<file path="src/rtl/fgyrus_pcm_rdr.sv">
// Reads stereo PCM frames out of a shared buffer and streams them as valid/ready sample pairs.
// Optional macro FGYRUS_PCM_RDR_OVERRUN_CNT_EN enables the 8-bit dropped-frame counter.
module fgyrus_pcm_rdr #(
  parameter int NUM_SAMPLES  = 128,
  parameter int MEM_RD_DELAY = 2,
  parameter int MEM_ADDR_W   = $clog2(NUM_SAMPLES) + 1
) (
  input  logic                  fgyrus_clk,
  input  logic                  fgyrus_rst,
  input  logic                  pcm_rdy,
  output logic [MEM_ADDR_W-1:0] pcm_addr,
  input  logic [31:0]           pcm_data,
  output logic                  smpl_valid,
  input  logic                  smpl_ready,
  output logic [31:0]           smpl_lchnl_data,
  output logic [31:0]           smpl_rchnl_data,
  output logic [MEM_ADDR_W-2:0] smpl_idx,
  output logic                  smpl_sof,
  output logic                  smpl_eof,
  output logic                  busy,
  output logic [7:0]            overrun_cnt,
  input  logic                  overrun_clr
);

  localparam int                 IDX_W    = MEM_ADDR_W - 1;
  localparam logic [IDX_W-1:0]   LAST_IDX = IDX_W'(NUM_SAMPLES - 1);
  localparam logic [2:0]         DLY_LD   = 3'(MEM_RD_DELAY + 1);

  // IDLE: no frame | RD_L/RD_R: issue left/right address | WAIT: drain read latency | PRESENT: pair offered
  typedef enum logic [2:0] {IDLE, RD_L, RD_R, WAIT, PRESENT} state_t;

  state_t                r_state, w_state_nxt;
  logic [IDX_W-1:0]      r_idx;
  logic [2:0]            r_dly;
  logic [MEM_ADDR_W-1:0] r_addr;
  logic [31:0]           r_ldata, r_rdata;
  logic                  w_start, w_xfer, w_last, w_cap_l, w_cap_r;

  assign w_start = (r_state == IDLE) && pcm_rdy;
  assign w_xfer  = (r_state == PRESENT) && smpl_ready;
  assign w_last  = (r_idx == LAST_IDX);
  // r_dly counts down from the RD_L cycle; 1 marks left data arriving, 0 marks right data
  assign w_cap_l = ((r_state == RD_R) || (r_state == WAIT)) && (r_dly == 3'd1);
  assign w_cap_r = (r_state == WAIT) && (r_dly == 3'd0);

  always_comb begin
    w_state_nxt = r_state;
    case (r_state)
      IDLE:    if (pcm_rdy) w_state_nxt = RD_L;
      RD_L:    w_state_nxt = RD_R;
      RD_R:    w_state_nxt = WAIT;
      WAIT:    if (r_dly == 3'd0) w_state_nxt = PRESENT;
      PRESENT: if (smpl_ready) w_state_nxt = w_last ? IDLE : RD_L;
      default: w_state_nxt = IDLE;
    endcase
  end

  always_ff @(posedge fgyrus_clk or posedge fgyrus_rst) begin
    if (fgyrus_rst) begin
      r_state <= IDLE;
      r_idx   <= '0;
      r_dly   <= '0;
      r_addr  <= '0;
      r_ldata <= '0;
      r_rdata <= '0;
    end else begin
      r_state <= w_state_nxt;
      if (w_start) begin
        r_idx  <= '0;
        r_dly  <= DLY_LD;
        r_addr <= '0;
      end else if (w_xfer && !w_last) begin
        r_idx  <= r_idx + 1'b1;
        r_dly  <= DLY_LD;
        r_addr <= {1'b0, r_idx + 1'b1};
      end else if (r_dly != 3'd0) begin
        r_dly <= r_dly - 3'd1;
      end
      if (r_state == RD_L) r_addr <= {1'b1, r_idx};
      if (w_cap_l) r_ldata <= pcm_data;
      if (w_cap_r) r_rdata <= pcm_data;
    end
  end

  assign pcm_addr        = r_addr;
  assign smpl_valid      = (r_state == PRESENT);
  assign smpl_lchnl_data = r_ldata;
  assign smpl_rchnl_data = r_rdata;
  assign smpl_idx        = r_idx;
  assign smpl_sof        = smpl_valid && (r_idx == '0);
  assign smpl_eof        = smpl_valid && w_last;
  assign busy            = (r_state != IDLE);

`ifdef FGYRUS_PCM_RDR_OVERRUN_CNT_EN
  logic [7:0] r_ovr;

  always_ff @(posedge fgyrus_clk or posedge fgyrus_rst) begin
    if (fgyrus_rst)                                         r_ovr <= '0;
    else if (overrun_clr)                                   r_ovr <= '0;
    else if (pcm_rdy && (r_state != IDLE) && r_ovr != 8'hFF) r_ovr <= r_ovr + 8'd1;
  end

  assign overrun_cnt = r_ovr;
`else
  logic w_unused_clr;
  assign w_unused_clr = overrun_clr;
  assign overrun_cnt  = '0;
`endif

endmodule
</file>
<file path="config.mk">
export PLATFORM = sky130hd
export DESIGN_NAME = fgyrus_pcm_rdr
export DESIGN_NICKNAME = d
export VERILOG_FILES = /design/src/rtl/fgyrus_pcm_rdr.sv
export SDC_FILE = /design/constraint.sdc
export NUM_CORES = 1
export LEC_CHECK = 0
export CAP_MARGIN = 20
export CORE_ASPECT_RATIO = 1.4
export CORE_UTILIZATION = 45
export DETAILED_ROUTE_END_ITERATION = 10
export GPL_TIMING_DRIVEN = 1
export PLACE_DENSITY = 0.8
export SETUP_SLACK_MARGIN = 0.2
export SYNTH_ARGS = -nofsm -noshare
export SYNTH_HDL_FRONTEND = slang
export SYNTH_SLANG_ARGS = --single-unit
export TNS_END_PERCENT = 20
</file>
<file path="constraint.sdc">
create_clock -name fgyrus_clk -period 3.8 [get_ports fgyrus_clk]
set_input_delay 0.76 -clock fgyrus_clk [delete_from_list [all_inputs] [get_ports fgyrus_clk]]
set_output_delay 0.76 -clock fgyrus_clk [all_outputs]
set_load 0.1 [all_outputs]
</file>
==> qor.txt <==
Top Family by Delay on Critical Path: buffers and inverters
maximum root-to-sink buffer count: 2
# IOs: 128
Crit path largest cell delay: 1200 ps
Main synth FF type: dfrtp_1
post-CTS sizing: 0
utilization after layout: 65.37%
Final Hold Fails: 0
critical path endpoint category: output pin
1st-iter DRT viols: 91
CTS buffer count: 9
worst skew pair latency: 350 ps
share of flip-flops with an asynchronous set or reset: 100.0%
Slew headroom: 31.66%
CTS Root Cell: clkbuf_8
Port Buffers: 118
DR WL/cell: 16.22 µm
cells along the critical path: clkdlybuf4s50_1
Critical R2R Launch: r_dly[0]
Ys Warns: 0
worst r2r path cells: 6
cts hold-fix bufs: 0
unrepaired setup endpoints after global routing: no
most frequent cells after synthesis: dfrtp_1, mux2_2, buf_4, nand2_1, nor2_1
Slew Limit Fails: 0
Core Area: 7797 µm²
clock skew: 14.10 ps
most instantiated library cell after synthesis: dfrtp_1
post-detail-place hpwl: 5621 µm
end of the worst register-to-register path: smpl_rchnl_data[6]
CP bufs+invs: 1
Initial Util: 46.65%
Post-DRT Antenna Nets: 0
row count: 38
Post-synth EDFFs: 0
vias in the first global route: 2528
crit-path max FO: 8
die width: 77.98 µm
Yosys top cell area share: 58.48%
Final TNS setup: 0 ps
Slew @ Worst Pin: 1022 ps
maximum achievable frequency: 352.2 MHz
CP Data Required Time: 3040 ps
initial antenna violation count: 0
Cell variety after synth: 47
layout cells sized above 1: 23.98%
Layout Nets: 431
final period utilization: 74.72%
Seq cells post-synth: 85
first-pass GRT wire length: 12680 µm
gpl congestion: 0.8367
total track usage: 19.65%
CP Class: flip-flop to output pin
Max Cap Viol: 0
Cell Area, Synth: 3637 µm²
drt pass-1 iters: 4
Die ar.: 8451 µm²
CP Launch Type: flip-flop
Crit. path cell count: 1
sequential share of the synthesized area: 58.48%
outcome: finished clean
drt drc: 0
ranking of synthesized cells by area: dfrtp_1, mux2_2, buf_4
leading area contributor after synthesis: dfrtp_1
CTS clk-pin slew, worst paths: 90 ps
Via-to-Cell Ratio: 5.207
Hold Crit Class: flip-flop to flip-flop
sink count of the clock tree: 85
CP Launch Point: smpl_idx[0]
Layout area overhead: 40.14%
GRT overflow: 0
CTS tree: built
total number of vias: 2562
WL final: 7980 µm
largest net degree at the start of global routing: 65
worst setup path end: smpl_idx[0]
Reg2Reg Setup Slack: 1800 ps
CP arrival: 2080 ps
final setup violation count: 0
Clock H-tree levels: 3
min Tclk post-route: 2839 ps
Crit-path slowest cell: clkdlybuf4s50_1
Antenna diodes: 0
Die Height: 108.4 µm
Setup Buffers After CTS: 0
Cells after Synth: 271
Avg Inst Size Synth: 13.42 µm²
[how the worst min path moves through the flow]
| stage | from | end | depth (start not counted) |
|---|---|---|---|
| 2_1_floorplan | r_dly[0] | r_dly[0] | 2 |
| 3_3_place_gp | pcm_addr[7] | pcm_addr[7] | 1 |
| 4_1_cts | pcm_addr[7] | pcm_addr[7] | 1 |
| 5_1_grt | pcm_addr[7] | pcm_addr[7] | 1 |
| 6_report | pcm_addr[7] | pcm_addr[7] | 1 |
| 3_5_place_dp | pcm_addr[7] | pcm_addr[7] | 1 |
[registers in the layout, summed over array words and instances, names as in the netlist]
| signal | flops |
|---|---|
| pcm_addr | 8 |
| r_dly | 3 |
| r_state | 3 |
| smpl_idx | 7 |
| smpl_lchnl_data | 32 |
| smpl_rchnl_data | 32 |
[layer usage]
metal / track usage [%] / share of wire [%] / up-vias
li1: - / - / 1171
met1: 22.39 / 40 / 1284
met2: 35.34 / 53 / 94
met3: 4.219 / 5.0 / 13
met4: 8.598 / 1.8 / 0
met5: 0 / 0 / -
[cell usage in the layout, fill, tap and decap left out, drive strengths merged, types with 3 or more instances in the layout]
cell type	Yosys	routed
nand3	4	4
mux2i	5	5
mux2	64	64
clkdlybuf4s50	0	114
inv	10	9
a21oi	5	5
nor3	5	5
o21ai	6	6
o211ai	3	3
clkbuf	4	13
buf	19	9
ha	5	5
dfrtp	85	85
nand2	12	12
nor2	11	11
conb	1	8
[per-stage QoR]
step	worst slack, ps	cell area, µm²	std cells	hold WS [ps]
3_5_place_dp	1351	4878	477	464.8
5_1_grt	909.6	5097	492	495.5
2_1_floorplan	174.7	3684	278	508.6
6_report	960.8	5097	492	483.0
4_1_cts	956.8	5077	491	484.4
3_3_place_gp	1353	4878	477	461.2
[area by class of cell]
class                      instances  area, µm²
tap                              100      125.1
sequential                        85       2127
fill                             637       2700
inverter                          10      38.79
clock inverter                     1      30.03
timing repair buffer             123       1221
clock buffer                      13      168.9
multi-input combinational        160       1386
[cells by family (layout without fill, tap and decap cells)]
logic type | Yosys count | count (layout) | share of synthesized area, %
AOI/OAI and AO/OA | 29 | 29 | 5.745
xor gates and xnor gates | 2 | 2 | 0.4817
adders and majority gates | 5 | 5 | 1.720
buffers and inverters | 33 | 147 | 5.091
DFF | 85 | 85 | 58.48
muxes | 69 | 69 | 21.19
other | 1 | 8 | 0.1031
and+or+nand+nor | 47 | 47 | 7.190
Power is left out: the tool's default activity adds up to more than one toggle a clock period on the data nets, which glitch-free logic cannot reach.
